===== config.mk =====
export PLATFORM = sky130hd
export DESIGN_NAME = mem_port_arbiter
export DESIGN_NICKNAME = d
export VERILOG_FILES = /design/src/rtl/mem_port_arbiter.sv
export SDC_FILE = /design/constraint.sdc
export NUM_CORES = 1
export LEC_CHECK = 0
export CAP_MARGIN = 20
export CORE_MARGIN = 3
export CORE_UTILIZATION = 44
export DETAILED_ROUTE_END_ITERATION = 6
export GPL_ROUTABILITY_DRIVEN = 0
export PLACE_DENSITY_LB_ADDON = 0.12
export SYNTH_ARGS = -nofsm -noshare
export SYNTH_HDL_FRONTEND = slang
export SYNTH_SLANG_ARGS = --single-unit

===== constraint.sdc =====
create_clock -name clk_i -period 4.89 [get_ports clk_i]
set_input_delay 0.489 -clock clk_i [delete_from_list [all_inputs] [get_ports clk_i]]
set_output_delay 0.489 -clock clk_i [all_outputs]
set_load 0.005 [all_outputs]

===== src/rtl/mem_port_arbiter.sv =====
// Arbitrates one single-ported memory between instruction fetch and data access,
// one transaction at a time, with fetch anti-starvation, a watchdog and alignment checks.
module mem_port_arbiter #(
  parameter int unsigned STARVE_MAX = 4,
  parameter int unsigned TIMEOUT    = 64
) (
  input  logic        clk_i,
  input  logic        rst_ni,
  input  logic        if_req_i,
  input  logic [31:0] if_addr_i,
  output logic        if_ack_o,
  output logic [31:0] if_rdata_o,
  output logic        if_err_o,
  input  logic        d_req_i,
  input  logic        d_we_i,
  input  logic [3:0]  d_be_i,
  input  logic [31:0] d_addr_i,
  input  logic [31:0] d_wdata_i,
  output logic        d_ack_o,
  output logic [31:0] d_rdata_o,
  output logic        d_err_o,
  output logic        mem_req_o,
  output logic        mem_we_o,
  output logic [3:0]  mem_be_o,
  output logic [31:0] mem_addr_o,
  output logic [31:0] mem_wdata_o,
  input  logic        mem_ack_i,
  input  logic [31:0] mem_rdata_i
);

  localparam int unsigned StarveW = $clog2(STARVE_MAX + 1);
  localparam int unsigned WdogW   = $clog2(TIMEOUT);

  typedef enum logic [1:0] {IDLE, BUSY, RESP} state_e;

  state_e               state_q, state_d;
  logic                 data_own_q, data_own_d;
  logic [StarveW-1:0]   starve_q, starve_d;
  logic [WdogW-1:0]     wdog_q, wdog_d;
  logic                 mem_req_q, mem_req_d;
  logic                 mem_we_q, mem_we_d;
  logic [3:0]           mem_be_q, mem_be_d;
  logic [31:0]          mem_addr_q, mem_addr_d;
  logic [31:0]          mem_wdata_q, mem_wdata_d;
  logic                 if_ack_q, if_ack_d;
  logic [31:0]          if_rdata_q, if_rdata_d;
  logic                 if_err_q, if_err_d;
  logic                 d_ack_q, d_ack_d;
  logic [31:0]          d_rdata_q, d_rdata_d;
  logic                 d_err_q, d_err_d;
  logic                 timeout_c;
  logic                 unused_addr_bits;

  // Data addresses are word addresses; the low byte-offset bits carry no meaning.
  assign unused_addr_bits = ^d_addr_i[1:0];
  assign timeout_c        = (wdog_q == WdogW'(TIMEOUT - 1));

  // Next-state and output decode.
  always_comb begin
    state_d     = state_q;
    data_own_d  = data_own_q;
    starve_d    = starve_q;
    wdog_d      = wdog_q;
    mem_req_d   = mem_req_q;
    mem_we_d    = mem_we_q;
    mem_be_d    = mem_be_q;
    mem_addr_d  = mem_addr_q;
    mem_wdata_d = mem_wdata_q;
    if_ack_d    = 1'b0;
    if_rdata_d  = if_rdata_q;
    if_err_d    = if_err_q;
    d_ack_d     = 1'b0;
    d_rdata_d   = d_rdata_q;
    d_err_d     = d_err_q;
    unique case (state_q)
      IDLE: begin
        if (d_req_i && (!if_req_i || (starve_q < StarveW'(STARVE_MAX)))) begin
          data_own_d = 1'b1;
          // Data can only win a tie below STARVE_MAX, so the increment never overflows.
          starve_d   = if_req_i ? starve_q + StarveW'(1) : '0;
          if (d_be_i == 4'h0) begin
            d_ack_d   = 1'b1;
            d_rdata_d = '0;
            d_err_d   = 1'b0;
            state_d   = RESP;
          end else begin
            mem_req_d   = 1'b1;
            mem_we_d    = d_we_i;
            mem_be_d    = d_be_i;
            mem_addr_d  = {d_addr_i[31:2], 2'b00};
            mem_wdata_d = d_wdata_i;
            wdog_d      = '0;
            state_d     = BUSY;
          end
        end else if (if_req_i) begin
          data_own_d = 1'b0;
          starve_d   = '0;
          if (if_addr_i[1:0] != 2'b00) begin
            if_ack_d   = 1'b1;
            if_rdata_d = '0;
            if_err_d   = 1'b1;
            state_d    = RESP;
          end else begin
            mem_req_d   = 1'b1;
            mem_we_d    = 1'b0;
            mem_be_d    = 4'hF;
            mem_addr_d  = if_addr_i;
            mem_wdata_d = '0;
            wdog_d      = '0;
            state_d     = BUSY;
          end
        end
      end
      BUSY: begin
        // An ack in the watchdog's final cycle still completes cleanly.
        if (mem_ack_i || timeout_c) begin
          mem_req_d = 1'b0;
          state_d   = RESP;
          if (data_own_q) begin
            d_ack_d   = 1'b1;
            d_rdata_d = mem_ack_i ? mem_rdata_i : '0;
            d_err_d   = !mem_ack_i;
          end else begin
            if_ack_d   = 1'b1;
            if_rdata_d = mem_ack_i ? mem_rdata_i : '0;
            if_err_d   = !mem_ack_i;
          end
        end else begin
          wdog_d = wdog_q + WdogW'(1);
        end
      end
      RESP:    state_d = IDLE;
      default: state_d = IDLE;
    endcase
  end

  // State and output registers.
  always_ff @(posedge clk_i) begin
    if (!rst_ni) begin
      state_q     <= IDLE;
      data_own_q  <= 1'b0;
      starve_q    <= '0;
      wdog_q      <= '0;
      mem_req_q   <= 1'b0;
      mem_we_q    <= 1'b0;
      mem_be_q    <= '0;
      mem_addr_q  <= '0;
      mem_wdata_q <= '0;
      if_ack_q    <= 1'b0;
      if_rdata_q  <= '0;
      if_err_q    <= 1'b0;
      d_ack_q     <= 1'b0;
      d_rdata_q   <= '0;
      d_err_q     <= 1'b0;
    end else begin
      state_q     <= state_d;
      data_own_q  <= data_own_d;
      starve_q    <= starve_d;
      wdog_q      <= wdog_d;
      mem_req_q   <= mem_req_d;
      mem_we_q    <= mem_we_d;
      mem_be_q    <= mem_be_d;
      mem_addr_q  <= mem_addr_d;
      mem_wdata_q <= mem_wdata_d;
      if_ack_q    <= if_ack_d;
      if_rdata_q  <= if_rdata_d;
      if_err_q    <= if_err_d;
      d_ack_q     <= d_ack_d;
      d_rdata_q   <= d_rdata_d;
      d_err_q     <= d_err_d;
    end
  end

  assign if_ack_o    = if_ack_q;
  assign if_rdata_o  = if_rdata_q;
  assign if_err_o    = if_err_q;
  assign d_ack_o     = d_ack_q;
  assign d_rdata_o   = d_rdata_q;
  assign d_err_o     = d_err_q;
  assign mem_req_o   = mem_req_q;
  assign mem_we_o    = mem_we_q;
  assign mem_be_o    = mem_be_q;
  assign mem_addr_o  = mem_addr_q;
  assign mem_wdata_o = mem_wdata_q;

endmodule

==> results of run 1 <==
-- power by group through the flow --
stage	combinational, W	clock (W)	sequential [W]
detailed placement	0.000517	0	0.00136
global route	0.000559	0.00131	0.00134
finish	0.000515	0.00123	0.00133
global placement	0.000506	0	0.00135
floorplan	0.000229	0	0.00136
CTS	0.000520	0.00126	0.00133
-- synthesized netlist by cell type (2+ instances only) --
cell type / n / share of area (%)
a21oi_4: 2 / 0.56
mux2i_1: 64 / 11
a21oi_1: 9 / 0.78
a211oi_1: 20 / 2.6
nand2_1: 71 / 4.6
buf_12: 3 / 1.0
nor3_1: 2 / 0.17
nor3b_1: 3 / 0.39
o31ai_1: 2 / 0.26
ha_1: 2 / 0.43
nand3_1: 2 / 0.17
a22oi_1: 33 / 4.3
a22o_1: 32 / 4.8
nor2b_1: 4 / 0.43
nor2_1: 76 / 4.9
o221a_2: 5 / 0.97
and3_1: 3 / 0.32
buf_4: 4 / 0.52
inv_1: 2 / 0.13
clkbuf_1: 18 / 1.2
a211oi_2: 11 / 2.4
buf_2: 16 / 1.4
a31oi_1: 2 / 0.22
o21ai_0: 2 / 0.17
buf_6: 4 / 0.78
nand4_1: 4 / 0.43
nand2b_1: 5 / 0.54
dfxtp_1: 150 / 52
-- kinds of logic after synthesis --
group | share of synthesized area, %
AO/OA/AOI/OAI | 18.8
adder cells (fa/ha/maj) | 0.431
buffers and inverters | 5.07
flip-flops | 51.8
multiplexers | 11.0
AND/OR/NAND/NOR | 12.9
-- state kept, by name, summed over array words and instances, names as in the netlist, 2 cells and up --
signal / count
d_rdata_o: 32
if_rdata_o: 32
mem_addr_o: 32
mem_be_o: 4
mem_wdata_o: 32
starve_q: 3
state_q: 2
wdog_q: 6
-- through the flow --
stage	utilization, %	hold slack [ns]	setup slack [ns]	power, W	cells
floorplan	-	0.436	3.03	0.00159	569
global placement	66.9	0.443	1.70	0.00186	977
detailed placement	66.9	0.449	1.61	0.00188	977
CTS	71.4	0.459	2.07	0.00311	1009
global route	71.5	0.470	1.90	0.00321	1010
finish	71.5	0.459	2.05	0.00308	1010
-- worst max-delay path, delay by kind of cell --
family	cells	cell delay [ns]
AOI/OAI and AO/OA	3	1.10
buffers and inverters	2	0.92
muxes	1	0.22
and+or+nand+nor	1	0.43
-- worst max-delay path by stage --
stage | start | to | slack [ns] | depth (start not counted)
after floorplan | wdog_q[0]$_SDFFE_PN0P_ | if_rdata_o[0]$_SDFFE_PN0P_ | 3.03 | 7
after global placement | d_req_i | d_rdata_o[5]$_SDFFE_PN0P_ | 1.70 | 7
after detailed placement | d_req_i | d_rdata_o[6]$_SDFFE_PN0P_ | 1.61 | 7
after CTS | d_req_i | d_rdata_o[9]$_SDFFE_PN0P_ | 2.07 | 7
after global routing | d_req_i | d_rdata_o[10]$_SDFFE_PN0P_ | 1.90 | 7
final | d_req_i | d_rdata_o[9]$_SDFFE_PN0P_ | 2.05 | 7
-- metal layers --
metal	vias to the layer above	track usage, %	part of all wire (%)
met5	-	0	0
met4	0	8.92	2.2
met3	24	7.48	8.2
met2	193	38.1	50
met1	2475	25.6	40
li1	2546	-	-
-- cell type report --
| type | count | area [µm²] |
|---|---|---|
| Sequential cell | 150 | 3000 |
| Inverter | 3 | 11.3 |
| Multi-Input combinational cell | 371 | 2530 |
| Fill cell | 928 | 3640 |
| Timing Repair Buffer | 282 | 2800 |
| Clock inverter | 12 | 104 |
| Tap cell | 172 | 215 |
| Clock buffer | 20 | 467 |
==> results.py, run 1 <==
metrics = {
    "status": {
        "status": "finished, final reports clean",
    },
    "floorplan": {
        "design.core.area_um2": 12800,
        "num_io_pins": 276,
        "initial_utilization_pct": 45.4,
        "die_h_um": 121,
        "fp-row-count": 41,
        "dieWidth_um": 121,
        "die_area_um2": 14600,
    },
    "setup_path": {
        "slowest_delay_ns": 0.82,
        "crit_top_cell": "a21oi_4",
        "worstRegToRegCells": 5,
        "worstReg2RegStart": "state_q[0]$_SDFFE_PN0P_",
        "crit_type": "input pin to flop",
        "crit_chain": "clkdlybuf4s50_1 -> or3b_4 -> a21oi_4 -> a22oi_2 -> a21oi_4 -> buf_4 -> mux2i_1",
        "crit_path_end_kind": "flop",
        "cp_data_arrival_time_ns": 3.17,
        "cp.required_ns": 5.23,
        "crit_slowest_cell": "a21oi_4",
        "r2r-end": "d_rdata_o[9]$_SDFFE_PN0P_",
        "cp-start-kind": "input pin",
        "r2r_slack_ns": 2.13,
        "critPathMaxFanout": 24,
    },
    "sta": {
        "clock.fmax_mhz": 353,
        "tns_ns": 0,
        "period_needed_ns": 2.84,
        "drv_slew": 0,
        "worst_pin_slew_ns": 1.04,
        "setup_viol": 0,
        "final-hold-violation-count": 0,
        "slew_headroom_pct": 30.2,
        "rsz0062_at_grt": "false",
        "post-route-period-util_pct": 58.0,
        "worst_clock_skew_ns": 0.00515,
    },
    "power": {
        "clockPowerShare_pct": 40.0,
        "swShare_pct": 24.5,
        "vdd_drop_max_v": 0.000199,
        "power_density_nw_per_um2": 338,
        "switching_power_w": 0.000754,
        "p_leak_nw": 3.37,
        "p_int_w": 0.00233,
        "p_seq_share_pct": 43.3,
        "comb_power_share_pct": 16.7,
    },
    "min_path": {
        "worstHoldPathType": "flop to flop",
        "hold_path.startpoint": "d_rdata_o[21]$_SDFFE_PN0P_",
        "worstHoldPathCells": 2,
        "whs_endpoint": "d_rdata_o[21]$_SDFFE_PN0P_",
    },
    "cts": {
        "cts.path.max_buffers": 2,
        "cts.sinks": 150,
        "ctsHoldBuffers": 0,
        "post_cts_buffers": 0,
        "insertion_delay_ns": 0.41,
        "cts_buffers": 17,
        "clk_pin_slew_ns": 0.06,
        "clockRootBuffer": "clkbuf_16",
        "cts_tree": "built",
        "htree_num_levels": 4,
        "post_cts_resized": 0,
    },
    "layout": {
        "final_common_cell": "clkdlybuf4s50_1",
        "mostFrequentLayoutCells": "272 x clkdlybuf4s50_1, 150 x dfxtp_1, 75 x nor2_1",
        "antennaDiodeCount": 0,
        "stdcell_area_um2": 9130,
        "drive_gt1_share_pct": 8.23,
        "areaGrowthSynthToFinish_pct": 57.4,
        "fin_nets": 965,
    },
    "global_routing": {
        "antenna_found_initial": 0,
        "overflow": 0,
        "grt_use_total_pct": 22.3,
        "grt_pass1_vias": 5214,
        "grt_pass1_wl_um": 26100,
        "grt_max_degree": 65,
    },
    "synth": {
        "syn_avg_cell_area_um2": 10.2,
        "synth-seq-area-share_pct": 51.8,
        "async_reset_ff_share_pct": 0,
        "synth_edf_count": 0,
        "yosysWarnings": 0,
        "synth_ff_type": "dfxtp_1",
        "syn_nets": 709,
        "synth_area_um2": 5800,
        "ys_seq_elements": 150,
        "synth_cell_type_count": 46,
        "netlist_instances": 569,
    },
    "drt": {
        "drc": 0,
        "vias": 5238,
        "vias_per_cell": 5.19,
        "dr.pass1.iters": 4,
        "wl_um": 16500,
        "dr.first_iter.drc_count": 279,
        "wire_per_inst_um": 16.3,
        "antenna_left": 0,
    },
    "place": {
        "io_buffers": 273,
        "placed_area_um2": 8540,
        "post-dp-hpwl_um": 11900,
    },
    "run": {
        "drv_cap": 0,
    },
}
Power figures use the tool's default switching activity.
==> run 2: changes to the inputs <==
CORE_UTILIZATION = 37   (was 44)
clock period = 2.3 ns   (was 4.89 ns; I/O delays follow)
==> run 2 against run 1 <==
Effect of this change: sequential power rose by 110%; clock-buffer cell count is 2 higher; die area grew 18%.
==> results.py, run 2 (synthesized netlist as in run 1, its figures left out) <==
metrics = {
    "status": {
        "status": "finished, final reports clean",
    },
    "setup_path": {
        "r2r_slack_ns": 0.20,
        "crit_type": "flop to flop",
        "cp_data_arrival_time_ns": 2.40,
        "worstReg2RegStart": "wdog_q[0]$_SDFFE_PN0P_",
        "cp.required_ns": 2.60,
        "critPathMaxFanout": 32,
        "crit_path_end_kind": "flop",
        "critPathLaunch": "wdog_q[0]$_SDFFE_PN0P_",
        "cp-start-kind": "flop",
    },
    "layout": {
        "fill_cells": 1293,
        "stdcell_area_um2": 9340,
        "mostFrequentLayoutCells": "272 x clkdlybuf4s50_1, 150 x dfxtp_1, 75 x nor2_1",
        "areaGrowthSynthToFinish_pct": 61.1,
        "stdcell_count": 1059,
        "antennaDiodeCount": 0,
        "final_common_cell": "clkdlybuf4s50_1",
        "fin_nets": 975,
        "drive_gt1_share_pct": 9.08,
    },
    "sta": {
        "setup_viol": 0,
        "rsz0062_at_grt": "false",
        "post-route-period-util_pct": 91.4,
        "period_needed_ns": 2.10,
        "final-hold-violation-count": 0,
        "clock.fmax_mhz": 476,
        "slew_headroom_pct": 53.9,
        "worst_clock_skew_ns": 0.0108,
        "drv_slew": 0,
        "fin_ws_ns": 0.199,
        "tns_ns": 0,
        "worst_pin_slew_ns": 0.684,
    },
    "place": {
        "dp.cells": 1027,
        "dp_slack_ns": 0.00904,
        "post-dp-hpwl_um": 12100,
        "io_buffers": 273,
        "placed_area_um2": 8730,
    },
    "cts": {
        "ctsHoldBuffers": 0,
        "post_cts_buffers": 0,
        "post_cts_resized": 0,
        "cts_buffers": 17,
        "cts.path.max_buffers": 2,
        "clk_pin_slew_ns": 0.06,
        "cts.sinks": 150,
        "insertion_delay_ns": 0.42,
        "cts_tree": "built",
        "htree_num_levels": 4,
        "clockRootBuffer": "clkbuf_16",
    },
    "min_path": {
        "worstHoldPathType": "input pin to flop",
        "hold_path.startpoint": "rst_ni",
    },
    "global_routing": {
        "grt_use_total_pct": 19.3,
        "grt_max_degree": 44,
        "antenna_found_initial": 0,
        "grt_pass1_vias": 5369,
        "grt_pass1_wl_um": 27400,
        "overflow": 0,
    },
    "drt": {
        "dr.pass1.iters": 4,
        "antenna_left": 0,
        "drc": 0,
        "vias_per_cell": 4.92,
        "vias": 5207,
        "wl_um": 16800,
        "wire_per_inst_um": 15.9,
        "dr.first_iter.drc_count": 196,
    },
    "floorplan": {
        "initial_utilization_pct": 38.0,
        "die_h_um": 131,
        "fp-row-count": 45,
        "die_area_um2": 17200,
        "dieWidth_um": 131,
        "design.core.area_um2": 15300,
        "num_io_pins": 276,
    },
    "run": {
        "drv_cap": 0,
    },
    "power": {
        "p_leak_nw": 3.45,
        "vdd_drop_max_v": 0.000472,
        "power_density_nw_per_um2": 732,
    },
}
==> run 2: final cells by class <==
class | count | area (µm²) | share of cell area (%)
clock buffer | 22 | 474 | 5.07
multi-input combinational | 371 | 2530 | 27.0
sequential | 150 | 3000 | 32.1
tap | 211 | 264 | 2.83
timing repair buffer | 292 | 2920 | 31.3
clock inverter | 10 | 144 | 1.54
inverter | 3 | 11.3 | 0.121
==> run 2: worst max-delay path, cell delays in order, from the launching register on <==
cell	delay [ns]
dfxtp_1	0.41
ha_1	0.25
nand4_1	0.18
o21ba_1	0.26
o22a_1	0.25
o21a_2	0.22
buf_12	0.17
a22o_1	0.24
==> run 2: per-stage QoR <==
step | util, % | hold WS [ns] | power, W
detailed placement | 57.2 | 0.449 | 0.00403
floorplan | - | 0.355 | 0.00338
finish | 61.2 | 0.213 | 0.00684
CTS | 61.2 | 0.193 | 0.00693
global placement | 57.2 | 0.442 | 0.00400
global route | 61.2 | 0.202 | 0.00713
==> run 2: path summary, 6_finish.rpt <==
path / endpoint / cells after the start
worst max register to register: if_rdata_o[27]$_SDFFE_PN0P_ / 7
worst min-delay path: data_own_q$_SDFFE_PN0P_ / 2
worst min register to register: d_rdata_o[18]$_SDFFE_PN0P_ / 2
worst max-delay path: if_rdata_o[27]$_SDFFE_PN0P_ / 7
==> run 2: metal layers <==
layer | wire [µm] | GRT usage, %
met1 | 7000 | 22.8
met3 | 1190 | 6.74
met4 | 333 | 7.12
met5 | 0 | 0
met2 | 8300 | 32.4
==> run 2: power breakdown <==
part	internal (W)	switching [W]
Combinational	0.000664	0.000473
Clock	0.00180	0.00107
Sequential	0.00275	0.0000816
==> run 3: changes to the inputs <==
GPL_TIMING_DRIVEN = 0   (was unset)
==> run 3 against run 2 <==
Effect of this change: critical path depth unchanged; die area is the same; power decreased by 0.44%; core utilization up 0.38 points; maximum frequency decreased by 0.73%; sequential share of layout area fell by 0.20 points; critical path type unchanged; critical endpoint is now if_rdata_o[31]$_SDFFE_PN0P_; largest cell class is now non-clock buffers.
==> results.py, run 3 (synthesized netlist as in run 1, its figures left out) <==
metrics = {
    "setup_path": {
        "crit_chain": "ha_1 -> nand4_1 -> o21ba_1 -> o22a_1 -> o21a_2 -> buf_6 -> a22o_1",
        "crit_type": "flop to flop",
        "slowest_delay_ns": 0.39,
        "crit_slowest_cell": "dfxtp_1",
        "cp.required_ns": 2.60,
        "worstReg2RegStart": "wdog_q[0]$_SDFFE_PN0P_",
        "cp-start-kind": "flop",
        "critPathLaunch": "wdog_q[0]$_SDFFE_PN0P_",
        "critPathMaxFanout": 10,
        "cp_data_arrival_time_ns": 2.42,
        "crit_path_end_kind": "flop",
    },
    "floorplan": {
        "dieWidth_um": 131,
        "initial_utilization_pct": 38.0,
        "fp-row-count": 45,
        "die_area_um2": 17200,
        "design.core.area_um2": 15300,
        "num_io_pins": 276,
        "die_h_um": 131,
    },
    "sta": {
        "fin_hold_ws_ns": 0.401,
        "post-route-period-util_pct": 92.0,
        "worst_clock_skew_ns": 0.0117,
        "rsz0062_at_grt": "false",
        "setup_viol": 0,
        "final-hold-violation-count": 0,
        "drv_slew": 0,
        "clock.fmax_mhz": 472,
        "period_needed_ns": 2.12,
        "slew_headroom_pct": 51.4,
        "worst_pin_slew_ns": 0.722,
    },
    "cts": {
        "cts_tree": "built",
        "post_cts_resized": 0,
        "insertion_delay_ns": 0.42,
        "cts.sinks": 150,
        "cts.path.max_buffers": 2,
        "cts_buffers": 17,
        "clockRootBuffer": "clkbuf_16",
        "ctsHoldBuffers": 0,
        "htree_num_levels": 4,
        "post_cts_buffers": 0,
        "clk_pin_slew_ns": 0.06,
    },
    "global_routing": {
        "grt_use_total_pct": 20.4,
        "grt_pass1_wl_um": 28800,
        "grt_pass1_vias": 5586,
        "antenna_found_initial": 0,
        "grt_max_degree": 17,
        "overflow": 0,
    },
    "layout": {
        "drive_gt1_share_pct": 9.38,
        "fin_nets": 1001,
        "mostFrequentLayoutCells": "273 x clkdlybuf4s50_1, 150 x dfxtp_1, 76 x nor2_1",
        "final_core_util_pct": 61.6,
        "fill_cells": 1319,
        "final_common_cell": "clkdlybuf4s50_1",
        "antennaDiodeCount": 0,
        "areaGrowthSynthToFinish_pct": 62.1,
        "multiInputGateArea_um2": 2500,
        "register_area_um2": 3000,
    },
    "min_path": {
        "hold_path.startpoint": "mem_rdata_i[7]",
        "worstHoldPathType": "input pin to flop",
    },
    "power": {
        "p_leak_nw": 3.49,
        "power_density_nw_per_um2": 724,
        "vdd_drop_max_v": 0.000434,
    },
    "drt": {
        "dr.pass1.iters": 5,
        "vias": 5368,
        "antenna_left": 0,
        "wl_um": 17800,
        "drc": 0,
        "vias_per_cell": 4.95,
        "wire_per_inst_um": 16.4,
        "dr.first_iter.drc_count": 187,
    },
    "place": {
        "io_buffers": 273,
        "post-dp-hpwl_um": 13800,
    },
    "status": {
        "status": "finished, final reports clean",
    },
    "run": {
        "drv_cap": 0,
    },
}
## run 3: cell count changes in the layout (fill, tap and decap cells not counted), moves of 2 or more
cell,delta
clkbuf_1,+17
clkbuf_8,-3
buf_6,+4
buf_2,+15
buf_4,-11
clkinv_4,+2
## run 3: layout make-up
cell class / count / share of cell area, %
sequential: 150 / 31.9
timing repair buffer: 273 / 29.1
clock buffer: 18 / 4.56
clock inverter: 14 / 1.86
multi-input combinational: 371 / 26.6
tap: 211 / 2.81
buffer: 45 / 3.01
inverter: 3 / 0.120
## run 3: critical path, delay by kind of cell, from the launching register on
kind	cells	cell delay, ns
adders and majority gates	1	0.23
buffers and inverters	1	0.16
DFF	1	0.39
and+or+nand+nor	1	0.19
AOI/OAI and AO/OA	4	1.03
## run 3: per-layer routing
metal / vias up / global-route usage [%] / part of all wire, %
met2: 189 / 35.1 / 51
met4: 0 / 6.94 / 1.4
met1: 2532 / 23.8 / 41
li1: 2631 / - / -
met3: 16 / 6.97 / 6.8
met5: - / 0 / 0
## run 3: final timing paths
path | end | slack (ns) | cells past startpoint
max | if_rdata_o[31]$_SDFFE_PN0P_ | 0.18 | 7
min | d_rdata_o[7]$_SDFFE_PN0P_ | 0.40 | 3
max reg2reg | if_rdata_o[31]$_SDFFE_PN0P_ | 0.18 | 7
min reg2reg | d_rdata_o[0]$_SDFFE_PN0P_ | 0.46 | 2
## run 3: where the power goes
part	switching (W)	total (W)	internal, W	leakage [nW]
Sequential	0.0000849	0.00284	0.00275	1.22
Clock	0.00110	0.00282	0.00172	0.287
Combinational	0.000487	0.00116	0.000668	1.98
## run 3: per-stage QoR
step           total power [W]  cells  setup WS, ns  area, µm²  setup TNS (ns)
2_1_floorplan          0.00338    569         0.442       5800               0
3_3_place_gp           0.00402   1053       -0.0152       8800         -0.0227
3_5_place_dp           0.00406   1053       -0.0424       8800          -0.585
4_1_cts                0.00688   1085         0.180       9400               0
5_1_grt                0.00708   1085        0.0134       9400               0
6_report               0.00681   1085         0.183       9400               0
